**src/rtl/ula_pkg.sv**
```systemverilog
// Shared types for the sequential ALU: opcodes, flag bundle and FSM states.
package ula_pkg;

  typedef enum logic [2:0] {
    OpAdd  = 3'd0,
    OpSub  = 3'd1,
    OpShr  = 3'd2,
    OpShl  = 3'd3,
    OpAnd  = 3'd4,
    OpOr   = 3'd5,
    OpXor  = 3'd6,
    OpPass = 3'd7
  } op_e;

  typedef struct packed {
    logic carry;
    logic ovf;
    logic neg;
    logic zero;
  } flags_t;

  typedef enum logic [1:0] {
    StIdle,
    StExec,
    StShift,
    StDone
  } state_e;

  // Shifts run on the serial shifter; everything else goes through ula_core.
  function automatic logic is_shift(op_e op);
    return (op == OpShr) || (op == OpShl);
  endfunction

endpackage

```
**src/rtl/ula_core.sv**
```systemverilog
// Combinational ALU core: ADD/SUB/logic/PASS with result flags. Shifts are handled
// by the serial shifter in ula_seq; for shift opcodes this core simply passes a through.
module ula_core
  import ula_pkg::*;
#(
  parameter int unsigned WIDTH = 4
) (
  input  op_e              op,
  input  logic [WIDTH-1:0] a,
  input  logic [WIDTH-1:0] b,
  output logic [WIDTH-1:0] result,
  output flags_t           flags
);

  logic [WIDTH:0] sum;
  logic [WIDTH:0] diff;

  assign sum  = {1'b0, a} + {1'b0, b};
  // diff[WIDTH] is set exactly when a < b unsigned, i.e. the borrow.
  assign diff = {1'b0, a} - {1'b0, b};

  // Select the result for the opcode and derive carry/overflow, then neg/zero from the result.
  always_comb begin
    result = a;
    flags  = '0;
    unique case (op)
      OpAdd: begin
        result      = sum[WIDTH-1:0];
        flags.carry = sum[WIDTH];
        flags.ovf   = (a[WIDTH-1] == b[WIDTH-1]) && (sum[WIDTH-1] != a[WIDTH-1]);
      end
      OpSub: begin
        result      = diff[WIDTH-1:0];
        flags.carry = diff[WIDTH];
        flags.ovf   = (a[WIDTH-1] != b[WIDTH-1]) && (diff[WIDTH-1] != a[WIDTH-1]);
      end
      OpAnd:   result = a & b;
      OpOr:    result = a | b;
      OpXor:   result = a ^ b;
      OpPass:  result = b;
      default: result = a;
    endcase
    flags.neg  = result[WIDTH-1];
    flags.zero = (result == '0);
  end

endmodule

```
**src/rtl/ula_seq.sv**
```systemverilog
// Sequential ALU: valid/ready operand and result handshakes, accumulator, flag register
// and a 1-bit-per-cycle serial shifter around the combinational ula_core.
module ula_seq
  import ula_pkg::*;
#(
  parameter int unsigned WIDTH = 4
) (
  input  logic             clk,
  input  logic             rst_n,
  input  logic             in_valid,
  output logic             in_ready,
  input  logic [2:0]       op,
  input  logic             use_acc,
  input  logic [WIDTH-1:0] input_a,
  input  logic [WIDTH-1:0] input_b,
  output logic             out_valid,
  input  logic             out_ready,
  output logic [WIDTH-1:0] output_s,
  output flags_t           flags
);

  localparam int unsigned SHW = $clog2(WIDTH) + 1;

  state_e           state_q, state_d;
  op_e              op_in, op_q;
  logic [WIDTH-1:0] a_q, b_q, acc_q, a_sel;
  logic [SHW-1:0]   cnt_q, shamt, k;
  logic             carry_q;
  logic             accept;
  logic [WIDTH-1:0] core_res;
  flags_t           core_flags, shift_flags;

  assign op_in  = op_e'(op);
  assign a_sel  = use_acc ? acc_q : input_a;
  assign shamt  = input_b[SHW-1:0];
  // Shifting further than WIDTH gives the same result as shifting by WIDTH.
  assign k      = (shamt > SHW'(WIDTH)) ? SHW'(WIDTH) : shamt;

  assign shift_flags = '{carry: carry_q, ovf: 1'b0, neg: a_q[WIDTH-1], zero: (a_q == '0)};

  ula_core #(
    .WIDTH(WIDTH)
  ) u_core (
    .op    (op_q),
    .a     (a_q),
    .b     (b_q),
    .result(core_res),
    .flags (core_flags)
  );

  // Handshake outputs and next-state selection.
  always_comb begin
    state_d   = state_q;
    in_ready  = (state_q == StIdle);
    out_valid = (state_q == StDone);
    accept    = in_valid && in_ready;
    unique case (state_q)
      StIdle:  if (accept) state_d = is_shift(op_in) ? StShift : StExec;
      StExec:  state_d = StDone;
      StShift: if (cnt_q == '0) state_d = StDone;
      StDone:  if (out_ready) state_d = StIdle;
      default: state_d = StIdle;
    endcase
  end

  // State register.
  always_ff @(posedge clk or negedge rst_n) begin
    if (!rst_n) begin
      state_q <= StIdle;
    end else begin
      state_q <= state_d;
    end
  end

  // Operand latch, serial shifter, result/flag registers and accumulator.
  always_ff @(posedge clk or negedge rst_n) begin
    if (!rst_n) begin
      op_q     <= OpAdd;
      a_q      <= '0;
      b_q      <= '0;
      cnt_q    <= '0;
      carry_q  <= 1'b0;
      acc_q    <= '0;
      output_s <= '0;
      flags    <= '0;
    end else begin
      unique case (state_q)
        StIdle: begin
          if (accept) begin
            op_q    <= op_in;
            a_q     <= a_sel;
            b_q     <= input_b;
            cnt_q   <= k;
            carry_q <= 1'b0;
          end
        end
        StExec: begin
          output_s <= core_res;
          flags    <= core_flags;
        end
        StShift: begin
          // a_q doubles as the shift register; the final cycle only publishes it.
          if (cnt_q != '0) begin
            if (op_q == OpShl) begin
              carry_q <= a_q[WIDTH-1];
              a_q     <= {a_q[WIDTH-2:0], 1'b0};
            end else begin
              carry_q <= a_q[0];
              a_q     <= {1'b0, a_q[WIDTH-1:1]};
            end
            cnt_q <= cnt_q - SHW'(1);
          end else begin
            output_s <= a_q;
            flags    <= shift_flags;
          end
        end
        StDone: begin
          if (out_ready) acc_q <= output_s;
        end
        default: ;
      endcase
    end
  end

endmodule

```
**config.mk**
```make
export PLATFORM = sky130hd
export DESIGN_NAME = ula_seq
export DESIGN_NICKNAME = d
export VERILOG_FILES = /design/src/rtl/ula_pkg.sv /design/src/rtl/ula_core.sv /design/src/rtl/ula_seq.sv
export SDC_FILE = /design/constraint.sdc
export NUM_CORES = 1
export LEC_CHECK = 0
export CORE_MARGIN = 2
export CORE_UTILIZATION = 50
export CTS_BUF_LIST = sky130_fd_sc_hd__clkbuf_8
export DETAILED_ROUTE_END_ITERATION = 6
export GPL_ROUTABILITY_DRIVEN = 1
export PLACE_DENSITY = 0.83
export SLEW_MARGIN = 25
export SYNTH_ARGS = -nofsm -noshare
export SYNTH_HDL_FRONTEND = slang
export SYNTH_HIERARCHICAL = 1
export SYNTH_SLANG_ARGS = --single-unit
```
**constraint.sdc**
```tcl
create_clock -name clk -period 3.35 [get_ports clk]
set_clock_uncertainty 0.1 [all_clocks]
set_input_delay 0.67 -clock clk [delete_from_list [all_inputs] [get_ports clk]]
set_output_delay 0.67 -clock clk [all_outputs]
set_load 0.01 [all_outputs]
```
# Yosys cells after proc, flatten, opt, wreduce, memory -nomap -nowiden
# Index checks and enable logic that the tools add are counted.
dict set report totals {
  mem_bits_ro 0
  ff_bits 29
  mem_bits_rw 0
  wordCells 80
  latch_bits 0
  n_memories 0
}
dict set report classes {
  n_eq_ne 20
  mux 24
  n_shift 0
  n_reduce_logical 17
  n_lt_le_gt_ge 1
  addsub 3
  multipliers 0
  bitwise_logic 3
  div_mod_pow 0
}
# cell n
set ops {}
lappend ops {{$mux W4} 6}
lappend ops {{$pmux W4 S2} 3}
lappend ops {{$pmux W4 S6} 1}
lappend ops {{$eq A3 B3 Y1 const B} 4}
lappend ops {{$eq A3 B2 Y1 const B} 3}
lappend ops {{$mux W3} 3}
lappend ops {{$logic_not A4 Y1} 2}
lappend ops {{$mux W2} 4}
lappend ops {{$pmux W2 S4} 1}
lappend ops {{$logic_not A3 Y1} 2}
lappend ops {{$ne A2 B2 Y1 const B} 3}
lappend ops {{$pmux W3 S2} 1}
lappend ops {{$reduce_and A2 Y1} 3}
lappend ops {{$reduce_and A3 Y1} 2}
lappend ops {{$add A4 B4 Y5} 1}
lappend ops {{$sub A4 B4 Y5} 1}
lappend ops {{$and A4 B4 Y4} 1}
lappend ops {{$eq A2 B2 Y1 const B} 2}
lappend ops {{$ne A2 B1 Y1 const B} 2}
lappend ops {{$or A4 B4 Y4} 1}
lappend ops {{$pmux W2 S2} 1}
lappend ops {{$reduce_bool A2 Y1} 2}
lappend ops {{$xor A4 B4 Y4} 1}
lappend ops {{$eq A3 B1 Y1 const B} 1}
lappend ops {{11 further kinds} 17}

# Longest topological paths before layout
dict set report depth {
  word_depth 5
  ltp_mapped 11
  depth_no_buf 11
}

# Cells and area by module
# The synthesis kept the hierarchy.
# mod area_per_inst_um2 n_inst cells_per_inst seq_area_each_um2
set modules_own_cells {}
lappend modules_own_cells {ula_seq 1512.7 1 131 725.7}
lappend modules_own_cells {ula_core 650.6 1 84 0.0}

# Least setup slack after synthesis
# No wires, ideal clock.
dict set report synth_timing {
  path_type {register to register}
  startpoint {reg a_q[1]}
  endpoint {reg flags[0] (netlist name)}
  path_stages_with_launch 10
  setup_slack_ps 888
  synth_period_minus_slack_ps 2462
  required_time_ps 3173
  setup_time_ps 77
  arrival_time_ps 2284
  path_cell_list {dfrtp_1 inv_1 ha_1 o21bai_1 a21oi_1 mux2_2 o32a_1 nor4_2 o22ai_1 a21oi_1}
}
# item line
set synth_rtl {}
lappend synth_rtl {{from (decl)} ula_seq.sv:26} ;# logic [WIDTH-1:0] a_q, b_q, acc_q, a_sel;
lappend synth_rtl {{from (signal assigned)} ula_seq.sv:91} ;# a_q <= a_sel;
lappend synth_rtl {{from (signal assigned)} ula_seq.sv:106} ;# a_q <= {a_q[WIDTH-2:0], 1'b0};
lappend synth_rtl {{from (signal assigned)} ula_seq.sv:109} ;# a_q <= {1'b0, a_q[WIDTH-1:1]};
lappend synth_rtl {{to (signal assigned)} ula_seq.sv:99} ;# flags <= core_flags;
lappend synth_rtl {{to (signal assigned)} ula_seq.sv:114} ;# flags <= shift_flags;
lappend synth_rtl {{to (decl)} ula_seq.sv:19} ;# output flags_t flags

==> qor.log <==
qor: status.outcome complete, no violations
qor: placement.buffer_ports.inserted 25
qor: power.worst_ir_drop_vdd 0.700 mV
qor: power.cell_pwr_density 1150 nW/µm²
qor: critical_path.worstReg2RegStart a_q[1]
qor: yosys.ys_ff_latch 29
qor: yosys.synthesis.area 2160 µm²
qor: final_layout.layout.cells.most_common_list 29 x sky130_fd_sc_hd__dfrtp_1, 25 x sky130_fd_sc_hd__clkdlybuf4s50_1, 23 x sky130_fd_sc_hd__inv_1
qor: yosys.synth_compound_area_share 19.3%
qor: route.avgViaCountPerCell 6.15
qor: critical_path.timing.rr.end flags[0]
qor: yosys.yosysWarningCount 6
qor: floorplanning.num_rows 23
qor: global_routing.initial_antenna_violation_count 0
qor: final_layout.layout.cells.most_common sky130_fd_sc_hd__dfrtp_1
qor: timing.timing.slew.headroom 47.5%
qor: floorplanning.dieWidth 69.8 µm
qor: critical_path.worst-endpoint-arrival 2870 ps
qor: yosys.synth_top_family_by_area compound AO/OA/AOI/OAI gates
qor: global_routing.groute.usage.overall 21.0%
qor: clocking.htree_levels 2
qor: global_routing.first_global_vias 1725
qor: critical_path.minimum_setup_slack_among_reg_to_reg_paths 590 ps
qor: timing.period_share 82.4%
qor: yosys.ys_seq_area_share 33.5%
qor: critical_path.worst_ep_required_time 3460 ps
qor: worst_hold_path.timing.hold.worst_path_depth 1
qor: floorplanning.core 4090 µm²
qor: route.final_antenna_net_count 0
qor: clocking.cts.repair.resized 0
qor: power.leakage 1.10 nW
qor: timing.achievable-frequency 0.362 GHz
qor: yosys.yosys.cell_types.count 48
qor: yosys.number_of_nets_in_the_synthesized_netlist 250
qor: route.vias 1778
qor: yosys.synth.avg_cell_area 10.1 µm²
qor: timing.final_setup_violation_count 0
qor: yosys.yosys-mux-area-fraction 15.0%
qor: global_routing.grt_max_degree 30
qor: floorplanning.dieArea 4870 µm²
qor: clocking.clk_path_buf_depth 2
qor: critical_path.cp-startpoint a_q[1]
qor: yosys.syn-instance-count 215
qor: critical_path.worst-setup-path-type reg -> reg
qor: critical_path.critical_path.n_buffers_inverters 1
qor: final_layout.diodes 0
qor: critical_path.timing.critical_path.slowest_stage_cell sky130_fd_sc_hd__dfrtp_1
qor: clocking.cts_inserted_buffers 5
qor: clocking.clock_latency 280 ps
qor: floorplanning.boundary_pin_count 26
qor: route.wl_per_cell 16.4 µm
qor: critical_path.timing.critical_path.max_delay_family compound AO/OA/AOI/OAI gates
qor: placement.gp_routability_congestion 0.949
qor: route.route.detailed.drc 0
qor: timing.worst_slew_pin_slew 787 ps
qor: final_layout.final_layout_size_suffix_gt1_share 14.6%
qor: global_routing.grt_first_pass_wirelength 8150 µm
qor: worst_hold_path.hold_path_end cnt_q[1]
qor: yosys.yosys.area_share.adder 11.7%
qor: timing.totalNegativeSetupSlack 0 ps
qor: timing.hold_violations 0
qor: timing.layout_min_cycle_time 2760 ps
qor: flow_run.count_of_maximum_capacitance_violations 0
qor: critical_path.worst_setup_path_end_kind flop
qor: route.drt_pass1_iterations 4
qor: critical_path.critical_path.max_fanout 10
qor: global_routing.grt_total_ovfl 0
qor: clocking.clock_tree.root_cell sky130_fd_sc_hd__clkbuf_8
qor: yosys.synth_simple_gate_area_share 13.0%
qor: timing.maxSlewViolCount 0
qor: worst_hold_path.tightest_hold_check_type reg -> reg
qor: clocking.cts_sinks 29
qor: final_layout.area.growth.synth_to_final 16.7%
qor: floorplanning.floorplan.initialDensity 52.9%
qor: clocking.cts_setup_buffers 0
qor: floorplanning.vert_die_dim 69.8 µm
qor: critical_path.element_type_at_the_critical_path_start flop
qor: timing.setup_repair_after_global_routing_missed_its_margin no
qor: yosys.xor_xnor_share_of_the_synthesized_area 0.810%
qor: placement.hpwlAfterDp 3550 µm
qor: final_layout.layout.nets 274
qor: clocking.clk_pin_slew 60 ps
qor: critical_path.crit_path_cell_trace inv_1 > ha_1 > o21bai_1 > a21oi_1 > mux2_2 > o32a_1 > nor4_2 > o22ai_1 > a21oi_1
qor: route.detailedRoute.firstIterationViolations 142
qor: critical_path.r2r_cells 9
qor: critical_path.delay_contributed_by_the_slowest_stage_of_the_critical_path 540 ps
qor: power.power.total 0.00291 W
qor: clocking.tritoncts yes
qor: worst_hold_path.hold_start cnt_q[1]
qor: route.wl 4740 µm
qor: critical_path.cp_common_cell sky130_fd_sc_hd__a21oi_1
qor: clocking.cts_hold_buf 0
-- logic make-up after synthesis --
| logic type | count (synthesis) |
|---|---|
| AO/OA/AOI/OAI | 62 |
| AND/OR/NAND/NOR | 41 |
| buffers and inverters | 34 |
| flip-flops | 29 |
| multiplexers | 28 |
| adder cells (fa/ha/maj) | 19 |
| XOR/XNOR | 2 |
-- per-layer routing --
| layer | part of all wire (%) | up-vias | track usage, % |
|---|---|---|---|
| li1 | - | 834 | - |
| met1 | 44 | 871 | 28.1 |
| met2 | 48 | 60 | 32.2 |
| met3 | 5.7 | 13 | 5.81 |
| met4 | 2.6 | 0 | 8.33 |
| met5 | 0 | - | 0 |
-- state kept, by name (all words and copies together), names as in the netlist --
signal,flops
b_q,4
op_q,3
state_q,2
output_s,4
flags,4
carry_q,1
a_q,4
acc_q,4
cnt_q,3
-- synth_stat cells (all sizes together) --
master	count	area, µm²
and2	2	12.5
and4b	2	20.0
a21boi	2	15.0
nand2b	3	18.8
nand2	8	30.0
nand3	3	15.0
nor2	3	16.3
and3b	1	8.76
o21a	1	7.51
a22o	1	8.76
nor3b	2	15.0
ha	17	213
nor2b	5	38.8
a31oi	2	12.5
o2bb2ai	1	8.76
nand3b	2	15.0
a21oi	18	90.1
o31ai	6	60.1
or2	1	6.26
a32o	1	10.0
o21ai	5	25.0
or3	1	11.3
fa	2	40.0
o32a	2	20.0
a211oi	4	30.0
mux4	2	45.0
mux2i	10	100
mux2	16	180
inv	24	90.1
xnor2	2	17.5
or4	1	7.51
nor4b	2	17.5
o22ai	16	100
o21bai	2	15.0
clkbuf	3	11.3
buf	7	42.5
a221oi	1	15.0
dfrtp	29	726
nor3	1	16.3
nor4	2	18.8
and3	2	12.5
-- through the flow --
| step | hold slack, ps | setup WS [ps] | instances | utilization, % | instance area, µm² |
|---|---|---|---|---|---|
| 2_1_floorplan | 274 | 888 | 215 | - | 2160 |
| 5_1_grt | 410 | 404 | 289 | 61.8 | 2520 |
| 3_3_place_gp | 371 | 726 | 282 | 59.6 | 2440 |
| 3_5_place_dp | 377 | 636 | 282 | 59.6 | 2440 |
| 6_report | 389 | 589 | 289 | 61.8 | 2520 |
| 4_1_cts | 391 | 614 | 289 | 61.8 | 2520 |
-- power breakdown --
| part | internal [W] | switching (W) | leakage (nW) | total, W |
|---|---|---|---|---|
| Combinational | 0.000894 | 0.000934 | 0.706 | 0.00183 |
| Sequential | 0.000538 | 0.000254 | 0.348 | 0.000792 |
| Clock | 0.000159 | 0.000127 | 0.0485 | 0.000287 |
| Total | 0.00159 | 0.00132 | 1.10 | 0.00291 |
-- worst max path at each step --
stage	endpoint	slack (ps)	depth (start not counted)
2_1_floorplan	flags[0]	890	9
3_3_place_gp	flags[0]	730	9
3_5_place_dp	flags[0]	640	9
4_1_cts	flags[0]	610	9
5_1_grt	flags[0]	400	9
6_report	flags[0]	590	9
-- layout make-up --
| cell class | instances | area (µm²) |
|---|---|---|
| fill | 344 | 1560 |
| multi-input combinational | 152 | 1290 |
| sequential | 29 | 726 |
| timing repair buffer | 27 | 265 |
| inverter | 24 | 90.1 |
| clock buffer | 6 | 82.6 |
| tap | 50 | 62.6 |
| clock inverter | 1 | 3.75 |
Power figures use the tool's default switching activity.
